===== config.mk =====
export PLATFORM = sky130hd
export DESIGN_NAME = uart_tx_scheduler
export DESIGN_NICKNAME = d
export VERILOG_FILES = /design/src/rtl/uart_tx_scheduler.sv
export SDC_FILE = /design/constraint.sdc
export NUM_CORES = 1
export LEC_CHECK = 0
export BUFFER_PORTS_ARGS = -buffer_cell sky130_fd_sc_hd__buf_2
export CORE_MARGIN = 5
export CORE_UTILIZATION = 53
export CTS_CLUSTER_DIAMETER = 40
export DETAILED_ROUTE_END_ITERATION = 10
export HOLD_SLACK_MARGIN = 0.06
export PLACE_DENSITY = 0.84
export SLEW_MARGIN = 10
export SYNTH_ARGS = -nofsm -noshare
export SYNTH_HDL_FRONTEND = slang
export SYNTH_SLANG_ARGS = --single-unit
export TNS_END_PERCENT = 30

===== constraint.sdc =====
create_clock -name clock_10KHz -period 4.9 [get_ports clock_10KHz]
set_clock_uncertainty 0.1 [all_clocks]
set_input_delay 1.47 -clock clock_10KHz [delete_from_list [all_inputs] [get_ports clock_10KHz]]
set_output_delay 1.47 -clock clock_10KHz [all_outputs]
set_load 0.005 [all_outputs]

===== src/rtl/uart_tx_scheduler.sv =====
// uart_tx_scheduler: round-robin arbiter that feeds bytes from four requesters
// into a single UART transmitter, with a busy-rise timeout and an inter-frame gap.
// Optional feature macro: UART_SCHED_MSG_LOCK_EN keeps the grant for a whole
// message (until a byte flagged last has been sent); without it the grant is
// released after every byte.
module uart_tx_scheduler #(
    parameter int unsigned GAP_CYCLES   = 2,
    parameter int unsigned BUSY_TIMEOUT = 4
) (
    input  logic        clock_10KHz,
    input  logic        Reset_n,
    input  logic [3:0]  req,
    input  logic [3:0]  req_last,
    input  logic [31:0] req_data,
    output logic [3:0]  ack,
    output logic [1:0]  grant,
    output logic        grant_valid,
    output logic        tx_start,
    output logic [7:0]  tx_data,
    input  logic        tx_busy,
    output logic        err
);

    typedef enum logic [2:0] {
        StIdle,
        StSend,
        StWaitBusy,
        StWaitDone,
        StGap,
        StHold
    } state_e;

    state_e      r_state;
    logic [1:0]  r_rr_ptr;
    logic [1:0]  r_grant;
    logic        r_grant_valid;
    logic [3:0]  r_ack;
    logic        r_tx_start;
    logic [7:0]  r_tx_data;
    logic        r_err;
    logic [3:0]  r_cnt;
`ifdef UART_SCHED_MSG_LOCK_EN
    logic        r_last;
`else
    // req_last has no meaning when every byte releases the grant
    logic        w_unused_last;
    assign w_unused_last = ^req_last;
`endif

    logic [1:0]  w_pick;
    logic        w_pick_valid;
    logic [3:0]  w_cnt_inc;
    logic        w_frame_end;

    // Round-robin pick: first requester at or above rr_ptr, wrapping 3 -> 0
    always_comb begin
        logic [1:0] idx;
        w_pick       = r_rr_ptr;
        w_pick_valid = 1'b0;
        idx          = r_rr_ptr;
        // Walk offsets downward so the smallest offset wins
        for (int k = 3; k >= 0; k--) begin
            idx = r_rr_ptr + 2'(k);
            if (req[idx]) begin
                w_pick       = idx;
                w_pick_valid = 1'b1;
            end
        end
    end

    // Shared saturating increment for the gap and timeout counter
    always_comb begin
        w_cnt_inc = (r_cnt == 4'hF) ? r_cnt : r_cnt + 4'd1;
    end

    // Frame completion: end of the gap, or busy fall directly when there is no gap
    always_comb begin
        w_frame_end = 1'b0;
        if (GAP_CYCLES == 0) begin
            w_frame_end = (r_state == StWaitDone) && !tx_busy;
        end else begin
            w_frame_end = (r_state == StGap) && (r_cnt == 4'(GAP_CYCLES - 1));
        end
    end

    // Scheduler FSM with registered outputs
    always_ff @(posedge clock_10KHz or negedge Reset_n) begin
        if (!Reset_n) begin
            r_state       <= StIdle;
            r_rr_ptr      <= 2'd0;
            r_grant       <= 2'd0;
            r_grant_valid <= 1'b0;
            r_ack         <= 4'd0;
            r_tx_start    <= 1'b0;
            r_tx_data     <= 8'h00;
            r_err         <= 1'b0;
            r_cnt         <= 4'd0;
`ifdef UART_SCHED_MSG_LOCK_EN
            r_last        <= 1'b0;
`endif
        end else begin
            // Pulses last exactly one cycle
            r_ack      <= 4'd0;
            r_tx_start <= 1'b0;
            r_err      <= 1'b0;

            unique case (r_state)
                StIdle: begin
                    if (w_pick_valid) begin
                        r_grant       <= w_pick;
                        r_grant_valid <= 1'b1;
                        r_state       <= StSend;
                    end
                end
                StSend: begin
                    if (!req[r_grant]) begin
`ifdef UART_SCHED_MSG_LOCK_EN
                        r_state       <= StHold;
`else
                        // Owner withdrew: give the transmitter back without a frame
                        r_grant_valid <= 1'b0;
                        r_state       <= StIdle;
`endif
                    end else if (!tx_busy) begin
                        r_tx_start <= 1'b1;
                        r_ack      <= 4'b0001 << r_grant;
                        r_tx_data  <= req_data[{r_grant, 3'b000} +: 8];
`ifdef UART_SCHED_MSG_LOCK_EN
                        r_last     <= req_last[r_grant];
`endif
                        r_cnt      <= 4'd0;
                        r_state    <= StWaitBusy;
                    end
                end
                StWaitBusy: begin
                    if (tx_busy) begin
                        r_cnt   <= 4'd0;
                        r_state <= StWaitDone;
                    end else if (r_cnt == 4'(BUSY_TIMEOUT - 1)) begin
                        r_err         <= 1'b1;
                        r_grant_valid <= 1'b0;
                        r_state       <= StIdle;
                    end else begin
                        r_cnt <= w_cnt_inc;
                    end
                end
                StWaitDone: begin
                    if (!tx_busy) begin
                        r_cnt   <= 4'd0;
                        r_state <= StGap;
                    end
                end
                StGap: begin
                    r_cnt <= w_cnt_inc;
                end
                StHold: begin
                    if (req[r_grant]) begin
                        r_state <= StSend;
                    end
                end
                default: begin
                    r_state <= StIdle;
                end
            endcase

            // Leaving the gap overrides the per-state next state above
            if (w_frame_end) begin
`ifdef UART_SCHED_MSG_LOCK_EN
                if (r_last) begin
                    r_grant_valid <= 1'b0;
                    r_rr_ptr      <= r_grant + 2'd1;
                    r_state       <= StIdle;
                end else begin
                    r_state       <= StHold;
                end
`else
                r_grant_valid <= 1'b0;
                r_rr_ptr      <= r_grant + 2'd1;
                r_state       <= StIdle;
`endif
            end
        end
    end

    assign ack         = r_ack;
    assign grant       = r_grant;
    assign grant_valid = r_grant_valid;
    assign tx_start    = r_tx_start;
    assign tx_data     = r_tx_data;
    assign err         = r_err;

endmodule


==> impl_metrics.prom, run 1 <==
# TYPE chip_impl_metric gauge
chip_impl_info{name="postSynth.topFlopCell",value="dfrtp_1"} 1
chip_impl_info{name="critical_path_class",value="flop to output port"} 1
chip_impl_metric{name="tns",unit="ns"} 0
chip_impl_info{name="grt_setup_unrepaired",value="false"} 1
chip_impl_metric{name="layout.area.seq",unit="sq um"} 651
chip_impl_metric{name="power.static_leakage",unit="nW"} 0.965
chip_impl_metric{name="synthesis.area_per_instance",unit="sq um"} 11.6
chip_impl_metric{name="die_h",unit="um"} 65.3
chip_impl_metric{name="grt_antenna_before_repair",unit=""} 0
chip_impl_metric{name="p_sw_share",unit="%"} 22.1
chip_impl_metric{name="clkLatencyLatePin",unit="ns"} 0.32
chip_impl_metric{name="postSynthNetCount",unit=""} 189
chip_impl_metric{name="synth-warning-count",unit=""} 0
chip_impl_metric{name="gp_congestion",unit=""} 0.947
chip_impl_metric{name="die_area",unit="sq um"} 4260
chip_impl_metric{name="total_grt_usage",unit="%"} 18.0
chip_impl_info{name="root_buffer",value="clkbuf_4"} 1
chip_impl_metric{name="tritoncts.num_buffers",unit=""} 3
chip_impl_info{name="timing.hold.worst_endpoint",value="tx_data[3]"} 1
chip_impl_metric{name="avgRoutedWirePerCell",unit="um"} 16.7
chip_impl_info{name="crit_start_category",value="flop"} 1
chip_impl_metric{name="die_x",unit="um"} 65.3
chip_impl_metric{name="power.share.combinational",unit="%"} 12.5
chip_impl_metric{name="post_route_cells_drive_above_1_share",unit="%"} 43.8
chip_impl_metric{name="multi_input_comb_area",unit="sq um"} 893
chip_impl_metric{name="grt-ovfl-total",unit=""} 0
chip_impl_metric{name="mappedNetlistArea",unit="sq um"} 1620
chip_impl_metric{name="achievable-frequency",unit="MHz"} 334
chip_impl_info{name="leading_cell_type_in_the_layout_fill_and_taps_excluded",value="buf_2"} 1
chip_impl_metric{name="finalNonFillerCells",unit=""} 225
chip_impl_metric{name="ys_async_sr_fraction",unit="%"} 100
chip_impl_metric{name="drt_pre_antenna_iters",unit=""} 4
chip_impl_info{name="timing.critical_path.from",value="grant[0]"} 1
chip_impl_metric{name="sequential_power_share",unit="%"} 53.0
chip_impl_metric{name="timing.final.setup_violations",unit=""} 0
chip_impl_metric{name="worstPathMaxFanout",unit=""} 16
chip_impl_metric{name="synth_seq_cells",unit=""} 26
chip_impl_metric{name="design.portCount",unit=""} 60
chip_impl_metric{name="finalWirelength",unit="mm"} 3.77
chip_impl_metric{name="final_antenna_net_count",unit=""} 0
chip_impl_metric{name="r2r_setup_slack",unit="ns"} 2.31
chip_impl_metric{name="placed_cells",unit=""} 221
chip_impl_info{name="run_status",value="completed"} 1
chip_impl_metric{name="postCtsResizedCells",unit=""} 0
chip_impl_metric{name="finalMaxSlewViolations",unit=""} 0
chip_impl_info{name="cp_slowest_cell",value="dfrtp_1"} 1
chip_impl_info{name="tritoncts",value="yes"} 1
chip_impl_metric{name="synth.top_cell.area_share",unit="%"} 40.2
chip_impl_metric{name="initial_utilization",unit="%"} 53.9
chip_impl_metric{name="io_buffer_count",unit=""} 55
chip_impl_metric{name="post-dp-hpwl",unit="mm"} 2.93
chip_impl_metric{name="hold_viol",unit=""} 0
chip_impl_info{name="timing.critical_path.max_delay_family",value="flip-flops"} 1
chip_impl_info{name="worst_hold_path_type",value="flop to flop"} 1
chip_impl_metric{name="layout.nets",unit=""} 242
chip_impl_metric{name="cts_hold_buf",unit=""} 0
chip_impl_info{name="worstSetupEndpointType",value="output port"} 1
chip_impl_metric{name="first_iter_violations",unit=""} 49
chip_impl_metric{name="clkSlewWorstSetupHoldPaths",unit="ns"} 0.14
chip_impl_metric{name="synthDistinctLibCells",unit=""} 45
chip_impl_metric{name="num_antenna_cells",unit=""} 0
chip_impl_metric{name="total_switching_power",unit="mW"} 0.0937
chip_impl_metric{name="placeableCoreArea",unit="sq um"} 3000
chip_impl_metric{name="min_delay_path_depth",unit=""} 1
chip_impl_metric{name="arrival",unit="ns"} 1.42
chip_impl_metric{name="synth_edf_count",unit=""} 0
chip_impl_metric{name="worst_r2r_path_depth",unit=""} 4
chip_impl_metric{name="fillCellCount",unit=""} 251
chip_impl_metric{name="worst_ep_required_time",unit="ns"} 3.33
chip_impl_metric{name="critical_path.max_stage_delay",unit="ns"} 0.87
chip_impl_metric{name="internal_power",unit="mW"} 0.330
chip_impl_info{name="worst_r2r_startpoint",value="grant[0]"} 1
chip_impl_metric{name="worst_vdd_ir",unit="mV"} 0.0926
chip_impl_metric{name="cts_buffer_depth",unit=""} 2
chip_impl_metric{name="p_clk_share",unit="%"} 34.5
chip_impl_metric{name="vias_per_cell",unit=""} 5.88
chip_impl_metric{name="htree_levels",unit=""} 1
chip_impl_info{name="crit_chain",value="buf_2"} 1
chip_impl_metric{name="drc",unit=""} 0
chip_impl_metric{name="drv.max_cap_violation_count",unit=""} 0
chip_impl_metric{name="synthesis.instances",unit=""} 140
chip_impl_metric{name="area_delta_synth_final",unit="%"} 20.0
chip_impl_metric{name="clock_sinks",unit=""} 26
chip_impl_metric{name="maxSlewHeadroom",unit="%"} 48.7
chip_impl_metric{name="period_needed",unit="ns"} 2.99
chip_impl_metric{name="pwr_density_cell",unit="nW/um^2"} 218
chip_impl_info{name="synth.area.top_cells",value="dfrtp_1 (40%), mux4_2 (13%), ha_1 (4.6%)"} 1
chip_impl_metric{name="synth.yosys.seq_area_share",unit="%"} 40.2
chip_impl_metric{name="number_of_setup_buffers_added_after_cts",unit=""} 0
chip_impl_info{name="yosys.area.top_type",value="dfrtp_1"} 1
chip_impl_metric{name="grt_pass1_wl",unit="mm"} 5.93
chip_impl_metric{name="detailroute.via_count",unit=""} 1322
chip_impl_metric{name="largest_net_degree_at_the_start_of_global_routing",unit=""} 27
chip_impl_info{name="most-common-layout-cells",value="buf_2 (55), dfrtp_1 (26), mux4_2 (9), o21ai_0 (9), inv_1 (8)"} 1
chip_impl_metric{name="num_rows",unit=""} 20
chip_impl_info{name="timing.hold.worst.start",value="tx_data[3]"} 1
chip_impl_metric{name="grt_pass1_vias",unit=""} 1317
chip_impl_metric{name="final_min_period_over_clock_period",unit="%"} 61.1
chip_impl_info{name="rr_endpoint",value="tx_data[3]"} 1
chip_impl_metric{name="tightestPinTransition",unit="ns"} 0.770
chip_impl_metric{name="worst-path-buf-inv",unit=""} 1
layer usage:
layer | wire, um | vias to the layer above | GRT usage, %
li1 | - | 626 | -
met1 | 1690 | 630 | 24.4
met2 | 1690 | 62 | 29.3
met3 | 336 | 4 | 3.25
met4 | 42 | 0 | 5.70
met5 | 0 | - | 0
cells in the mapped netlist, types with 2 or more instances:
cell,instances
a22oi_1,2
nand3b_1,2
nor2b_1,6
mux2_4,5
a221oi_1,2
a21oi_1,4
nor2_1,5
nand2b_1,3
inv_1,8
mux2_2,4
or3b_2,2
clkbuf_1,2
nor4_1,2
dfrtp_1,26
buf_2,3
and2_1,4
buf_6,2
nand3_1,2
mux2i_1,4
nand2_1,5
a31oi_1,2
mux4_2,9
ha_1,6
o21ai_0,9
cell families after synthesis:
group,share of synthesized area (%)
AO/OA/AOI/OAI,13.1
XOR/XNOR,0.541
adder cells (fa/ha/maj),4.64
buffers and inverters,4.64
flip-flops,40.2
multiplexers,22.4
AND/OR/NAND/NOR,14.5
final cells by class:
class                      count  share of cell area, %
clock inverter                 1                   1.55
inverter                       8                   1.55
sequential                    26                   33.5
tap                           33                   2.12
clock buffer                   3                   1.16
multi-input combinational     99                   46.0
timing repair buffer          55                   14.2
power by group through the flow:
stage | combinational (mW) | clock (mW) | sequential [mW]
floorplan | 0.0321 | 0 | 0.223
global placement | 0.0508 | 0 | 0.228
detailed placement | 0.0530 | 0 | 0.229
CTS | 0.0533 | 0.152 | 0.225
global route | 0.0587 | 0.161 | 0.226
finish | 0.0528 | 0.146 | 0.225
registers in the layout, indices dropped and copies added, names as in the netlist:
signal	count
r_state	3
grant_valid	1
tx_data	8
r_cnt	4
r_rr_ptr	2
err	1
tx_start	1
grant	2
ack	4
stage by stage:
step	cell area, sq um	hold WS [ns]	setup WS, ns	utilization, %	total power, mW
after detailed placement	1890	0.396	1.60	63.0	0.282
final	1940	0.426	1.91	64.7	0.424
after floorplan	1620	0.405	2.01	-	0.255
after CTS	1940	0.430	1.87	64.7	0.430
after global placement	1890	0.384	1.67	63.0	0.279
after global routing	1940	0.440	1.76	64.7	0.445
worst max-delay path by stage:
| stage | slack [ns] | cells past startpoint | endpoint |
|---|---|---|---|
| after detailed placement | 1.60 | 5 | tx_data[3] |
| after floorplan | 2.01 | 6 | tx_data[0] |
| final | 1.91 | 1 | grant[0] |
| after global placement | 1.67 | 5 | tx_data[1] |
| after global routing | 1.76 | 1 | grant[0] |
| after CTS | 1.87 | 1 | grant[0] |
(Power assumes the default switching activity.)
==> inputs of run 2 (changes only) <==
- CORE_UTILIZATION: 53 -> 49
- PLACE_DENSITY: 0.84 -> 0.78
- clock period: 4.9 -> 3.03 ns (I/O delays scaled with it)
==> impl_metrics.prom, run 2 (same netlist as run 1, synthesis figures left out) <==
# TYPE chip_impl_metric gauge
chip_impl_info{name="worstSetupEndpointType",value="flop"} 1
chip_impl_metric{name="initial_utilization",unit="%"} 52.2
chip_impl_metric{name="post-dp-hpwl",unit="mm"} 3.11
chip_impl_info{name="tritoncts",value="yes"} 1
chip_impl_metric{name="avgRoutedWirePerCell",unit="um"} 16.2
chip_impl_metric{name="worstPathMaxFanout",unit=""} 13
chip_impl_metric{name="achievable-frequency",unit="MHz"} 422
chip_impl_metric{name="number_of_setup_buffers_added_after_cts",unit=""} 0
chip_impl_metric{name="die_area",unit="sq um"} 4550
chip_impl_metric{name="placeableCoreArea",unit="sq um"} 3100
chip_impl_info{name="cp_slowest_cell",value="nor2_2"} 1
chip_impl_metric{name="die_x",unit="um"} 67.5
chip_impl_info{name="worst_r2r_startpoint",value="grant[0]"} 1
chip_impl_metric{name="use_met1",unit="%"} 23.6
chip_impl_metric{name="num_rows",unit=""} 20
chip_impl_metric{name="area_delta_synth_final",unit="%"} 20.8
chip_impl_metric{name="vias_per_cell",unit=""} 5.52
chip_impl_metric{name="first_iter_violations",unit=""} 74
chip_impl_metric{name="power.static_leakage",unit="nW"} 0.968
chip_impl_metric{name="final_min_period_over_clock_period",unit="%"} 78.2
chip_impl_info{name="root_buffer",value="clkbuf_4"} 1
chip_impl_metric{name="drv.max_cap_violation_count",unit=""} 0
chip_impl_info{name="grt_setup_unrepaired",value="false"} 1
chip_impl_metric{name="sequential_power_share",unit="%"} 55.9
chip_impl_metric{name="detailroute.via_count",unit=""} 1314
chip_impl_metric{name="maxSlewHeadroom",unit="%"} 48.6
chip_impl_metric{name="cts_hold_buf",unit=""} 0
chip_impl_info{name="run_status",value="completed"} 1
chip_impl_metric{name="post-route-worst-setup-slack",unit="ns"} 0.659
chip_impl_metric{name="drt_pre_antenna_iters",unit=""} 4
chip_impl_info{name="critical_path_class",value="input port to flop"} 1
chip_impl_metric{name="worst-path-buf-inv",unit=""} 1
chip_impl_metric{name="timing.final.setup_violations",unit=""} 0
chip_impl_metric{name="tritoncts.num_buffers",unit=""} 3
chip_impl_metric{name="clkLatencyLatePin",unit="ns"} 0.32
chip_impl_metric{name="grt-ovfl-total",unit=""} 0
chip_impl_metric{name="finalMaxSlewViolations",unit=""} 0
chip_impl_metric{name="worst_ep_required_time",unit="ns"} 3.16
chip_impl_metric{name="final_antenna_net_count",unit=""} 0
chip_impl_info{name="crit_chain",value="buf_2, mux4_2, nand4_2, nor2_2, mux2_2"} 1
chip_impl_info{name="most-common-layout-cells",value="buf_2 (55), dfrtp_1 (26), mux4_2 (9), o21ai_0 (9), inv_1 (8)"} 1
chip_impl_metric{name="htree_levels",unit=""} 1
chip_impl_metric{name="r2r_setup_slack",unit="ns"} 0.91
chip_impl_metric{name="postCtsResizedCells",unit=""} 0
chip_impl_metric{name="drc",unit=""} 0
chip_impl_metric{name="global_route.usage.met2",unit="%"} 34.9
chip_impl_info{name="timing.hold.worst_endpoint",value="tx_data[1]"} 1
chip_impl_metric{name="clkSlewWorstSetupHoldPaths",unit="ns"} 0.14
chip_impl_metric{name="period_needed",unit="ns"} 2.37
chip_impl_metric{name="hold_viol",unit=""} 0
chip_impl_metric{name="critical_path.max_stage_delay",unit="ns"} 0.56
chip_impl_metric{name="p_sw_share",unit="%"} 24.2
chip_impl_metric{name="tightestPinTransition",unit="ns"} 0.764
chip_impl_metric{name="gp_congestion",unit=""} 0.927
chip_impl_metric{name="power.share.combinational",unit="%"} 15.9
chip_impl_metric{name="design.portCount",unit=""} 60
chip_impl_metric{name="internal_power",unit="mW"} 0.476
chip_impl_metric{name="grt.met3_usage",unit="%"} 2.83
chip_impl_metric{name="post_route_cells_drive_above_1_share",unit="%"} 44.3
chip_impl_metric{name="largest_net_degree_at_the_start_of_global_routing",unit=""} 27
chip_impl_info{name="crit_start_category",value="input port"} 1
chip_impl_info{name="grt_busiest_layer",value="met2"} 1
chip_impl_metric{name="grt_pass1_wl",unit="mm"} 6.55
chip_impl_metric{name="grt_pass1_vias",unit=""} 1372
chip_impl_info{name="rr_endpoint",value="tx_data[3]"} 1
chip_impl_metric{name="grt_antenna_before_repair",unit=""} 0
chip_impl_metric{name="layout.nets",unit=""} 244
chip_impl_info{name="timing.hold.worst.start",value="tx_data[1]"} 1
chip_impl_metric{name="cts_buffer_depth",unit=""} 2
chip_impl_metric{name="min_delay_path_depth",unit=""} 1
chip_impl_metric{name="tns",unit="ns"} 0
chip_impl_metric{name="io_buffer_count",unit=""} 55
chip_impl_metric{name="num_antenna_cells",unit=""} 0
chip_impl_metric{name="post-place-ws",unit="ns"} 0.308
chip_impl_info{name="leading_cell_type_in_the_layout_fill_and_taps_excluded",value="buf_2"} 1
chip_impl_metric{name="total_grt_usage",unit="%"} 19.4
chip_impl_info{name="timing.critical_path.max_delay_family",value="simple AND/OR/NAND/NOR gates"} 1
chip_impl_metric{name="clock_sinks",unit=""} 26
chip_impl_metric{name="arrival",unit="ns"} 2.50
chip_impl_metric{name="finalWirelength",unit="mm"} 3.85
chip_impl_info{name="worst_hold_path_type",value="flop to flop"} 1
chip_impl_metric{name="fillCellCount",unit=""} 276
chip_impl_metric{name="pwr_density_cell",unit="nW/um^2"} 321
chip_impl_metric{name="largest_register_ff_count",unit=""} 8
chip_impl_metric{name="p_clk_share",unit="%"} 28.2
chip_impl_metric{name="die_h",unit="um"} 67.5
chip_impl_metric{name="total_switching_power",unit="mW"} 0.152
chip_impl_metric{name="worst_vdd_ir",unit="mV"} 0.258
chip_impl_metric{name="worst_r2r_path_depth",unit=""} 4
## run 2: cell count changes in the layout (fill, tap and decap cells not counted)
cell,delta
bufinv_16,-1
buf_4,+2
clkbuf_8,+1
## run 2: per-layer routing
layer	wire, um	share of wire, %
met5	0	0
met3	177	4.6
met4	72	1.9
met2	2110	55
met1	1490	39
## run 2: power groups by stage
stage	logic, mW	clock network [mW]	registers [mW]
6_report	0.100	0.177	0.351
3_5_place_dp	0.101	0	0.358
4_1_cts	0.101	0.184	0.351
5_1_grt	0.112	0.199	0.352
2_1_floorplan	0.0519	0	0.360
3_3_place_gp	0.0967	0	0.358
## run 2: layout make-up
cell class | count | area [sq um] | area share (%)
inverters | 8 | 30.0 | 1.54
multi-input cells | 99 | 893 | 45.7
flip-flops and latches | 26 | 651 | 33.3
clock buffers | 4 | 36.3 | 1.86
repair buffers | 57 | 290 | 14.8
well taps | 44 | 55.1 | 2.82
## run 2: how the worst max path moves through the flow
stage          startpoint          to  slack (ns)  cells after the start
2_1_floorplan      req[3]  tx_data[0]        0.70                      6
3_3_place_gp       req[3]  tx_data[2]        0.40                      5
3_5_place_dp       req[3]  tx_data[3]        0.31                      5
4_1_cts            req[3]  tx_data[3]        0.68                      5
5_1_grt            req[3]  tx_data[3]        0.60                      5
6_report           req[3]  tx_data[3]        0.66                      5
## run 2: through the flow
step	instance area (sq um)	power (mW)	cells	util, %	hold WS [ns]
global placement	1920	0.454	234	61.9	0.387
floorplan	1620	0.412	140	-	0.405
detailed placement	1920	0.459	234	61.9	0.393
global route	1960	0.664	238	63.0	0.439
CTS	1960	0.637	238	63.0	0.426
finish	1960	0.628	238	63.0	0.421
==> inputs of run 3 (changes only) <==
- CORE_UTILIZATION: 49 -> 44
- PLACE_DENSITY: 0.78 -> 0.74
- clock period: 3.03 -> 1.99 ns (I/O delays scaled with it)
==> impl_metrics.prom, run 3 (same netlist as run 1, synthesis figures left out) <==
# TYPE chip_impl_metric gauge
chip_impl_metric{name="num_antenna_cells",unit=""} 0
chip_impl_metric{name="worst_vdd_ir",unit="mV"} 0.381
chip_impl_metric{name="final_core_util",unit="%"} 58.1
chip_impl_metric{name="post_route_cells_drive_above_1_share",unit="%"} 48.5
chip_impl_metric{name="achievable-frequency",unit="MHz"} 540
chip_impl_metric{name="grt_pass1_vias",unit=""} 1355
chip_impl_info{name="worst_r2r_startpoint",value="r_state[1]"} 1
chip_impl_metric{name="drc",unit=""} 0
chip_impl_metric{name="period_needed",unit="ns"} 1.85
chip_impl_info{name="worstSetupEndpointType",value="flop"} 1
chip_impl_metric{name="tritoncts.num_buffers",unit=""} 3
chip_impl_info{name="cp_slowest_cell",value="dfrtp_1"} 1
chip_impl_metric{name="timing.final.setup_violations",unit=""} 0
chip_impl_metric{name="placement.cell_area",unit="sq um"} 2000
chip_impl_metric{name="power.static_leakage",unit="nW"} 1.05
chip_impl_info{name="crit_start_category",value="flop"} 1
chip_impl_metric{name="grt_antenna_before_repair",unit=""} 0
chip_impl_metric{name="number_of_setup_buffers_added_after_cts",unit=""} 0
chip_impl_metric{name="total_grt_usage",unit="%"} 15.5
chip_impl_metric{name="drt_pre_antenna_iters",unit=""} 4
chip_impl_metric{name="clkSlewWorstSetupHoldPaths",unit="ns"} 0.09
chip_impl_metric{name="post-route-worst-setup-slack",unit="ns"} 0.137
chip_impl_metric{name="r2r_setup_slack",unit="ns"} 0.14
chip_impl_info{name="tritoncts",value="yes"} 1
chip_impl_metric{name="final_antenna_net_count",unit=""} 0
chip_impl_metric{name="post-place-ws",unit="ns"} -0.209
chip_impl_metric{name="largest_net_degree_at_the_start_of_global_routing",unit=""} 27
chip_impl_metric{name="detailroute.via_count",unit=""} 1339
chip_impl_metric{name="grt_pass1_wl",unit="mm"} 6.31
chip_impl_info{name="setup.worst_path.end",value="r_cnt[0]"} 1
chip_impl_metric{name="finalMaxSlewViolations",unit=""} 0
chip_impl_metric{name="clkLatencyLatePin",unit="ns"} 0.27
chip_impl_metric{name="arrival",unit="ns"} 1.95
chip_impl_info{name="leading_cell_type_in_the_layout_fill_and_taps_excluded",value="buf_2"} 1
chip_impl_metric{name="worst_r2r_path_depth",unit=""} 4
chip_impl_metric{name="tns",unit="ns"} 0
chip_impl_info{name="timing.critical_path.from",value="r_state[1]"} 1
chip_impl_metric{name="cts_buffer_depth",unit=""} 2
chip_impl_metric{name="maxSlewHeadroom",unit="%"} 49.8
chip_impl_info{name="crit_chain",value="or3b_2, a21oi_2, nand3b_1, a22oi_1"} 1
chip_impl_metric{name="drv.max_cap_violation_count",unit=""} 0
chip_impl_info{name="grt_setup_unrepaired",value="false"} 1
chip_impl_metric{name="fin_total_pwr",unit="mW"} 1.14
chip_impl_metric{name="fillCellCount",unit=""} 309
chip_impl_metric{name="area_delta_synth_final",unit="%"} 29.3
chip_impl_metric{name="avgRoutedWirePerCell",unit="um"} 15.1
chip_impl_metric{name="post-dp-hpwl",unit="mm"} 2.97
chip_impl_metric{name="largest_register_ff_count",unit=""} 8
chip_impl_metric{name="placeableCoreArea",unit="sq um"} 3610
chip_impl_metric{name="worst_ep_required_time",unit="ns"} 2.09
chip_impl_metric{name="vias_per_cell",unit=""} 5.31
chip_impl_metric{name="die_x",unit="um"} 70.7
chip_impl_metric{name="finalInstanceArea",unit="sq um"} 2090
chip_impl_metric{name="finalWirelength",unit="mm"} 3.81
chip_impl_metric{name="initial_utilization",unit="%"} 44.9
chip_impl_metric{name="htree_levels",unit=""} 1
chip_impl_metric{name="die_area",unit="sq um"} 4990
chip_impl_metric{name="clock_sinks",unit=""} 26
chip_impl_metric{name="design.portCount",unit=""} 60
chip_impl_metric{name="pwr_density_cell",unit="nW/um^2"} 547
chip_impl_metric{name="layout.nets",unit=""} 254
chip_impl_info{name="run_status",value="completed"} 1
chip_impl_metric{name="gp_congestion",unit=""} 0.846
chip_impl_metric{name="hold_viol",unit=""} 0
chip_impl_metric{name="grt-ovfl-total",unit=""} 0
chip_impl_metric{name="io_buffer_count",unit=""} 55
chip_impl_metric{name="critical_path.max_stage_delay",unit="ns"} 0.54
chip_impl_metric{name="tightestPinTransition",unit="ns"} 0.747
chip_impl_info{name="worst_hold_path_type",value="input port to async pin"} 1
chip_impl_metric{name="worstPathMaxFanout",unit=""} 11
chip_impl_info{name="critical_path_class",value="flop to flop"} 1
chip_impl_metric{name="final_min_period_over_clock_period",unit="%"} 93.1
chip_impl_metric{name="num_rows",unit=""} 22
chip_impl_metric{name="die_h",unit="um"} 70.7
chip_impl_info{name="most-common-layout-cells",value="buf_2 (55), dfrtp_1 (26), buf_4 (12), mux4_2 (9), o21ai_0 (9)"} 1
chip_impl_metric{name="first_iter_violations",unit=""} 46
chip_impl_info{name="rr_endpoint",value="r_cnt[0]"} 1
chip_impl_info{name="root_buffer",value="clkbuf_8"} 1
==> run 3: where the power goes <==
part	internal, mW	switching (mW)
Combinational	0.0918	0.0786
Sequential	0.532	0.00302
Clock	0.269	0.170
==> run 3: metrics by stage <==
step                hold WS, ns  cells
floorplan                 0.201    140
global placement          0.386    248
detailed placement        0.393    248
CTS                       0.225    252
global route              0.266    252
finish                    0.212    252
==> run 3: final cells by class <==
type / instances / area [sq um] / share of cell area (%)
inverters: 8 / 30.0 / 1.43
multi-input cells: 99 / 916 / 43.8
clock inverters: 1 / 30.0 / 1.43
repair buffers: 67 / 365 / 17.5
clock buffers: 3 / 41.3 / 1.97
flip-flops and latches: 26 / 651 / 31.1
well taps: 48 / 60.1 / 2.87
==> run 3: timing repair <==
action | 4_1_cts | 5_1_grt
hold endpoints to repair | 0 | 0
hold buffers | 0 | 0
setup endpoints to repair | 3 | 4
resized for setup | 1 | 3
==> run 3: metal layers <==
metal	vias to the layer above	wire (um)	track usage [%]
met1	644	1580	19.0
met5	-	0	0
li1	652	-	-
met2	41	1940	26.9
met3	2	277	4.83
met4	0	16	3.13
==> run 3: critical path, delay by kind of cell, from the launching register on <==
| kind | cells | cell delay, ns |
|---|---|---|
| flip-flops | 1 | 0.54 |
| AND/OR/NAND/NOR | 2 | 0.66 |
| AO/OA/AOI/OAI | 2 | 0.48 |
==> run 3: how the worst min path moves through the flow <==
stage	from	endpoint	cells after the start
after floorplan	Reset_n	ack[0]	0
after global placement	tx_data[4]	tx_data[4]	1
after detailed placement	tx_data[4]	tx_data[4]	1
after CTS	Reset_n	r_rr_ptr[0]	1
after global routing	Reset_n	ack[1]	1
final	Reset_n	ack[2]	1
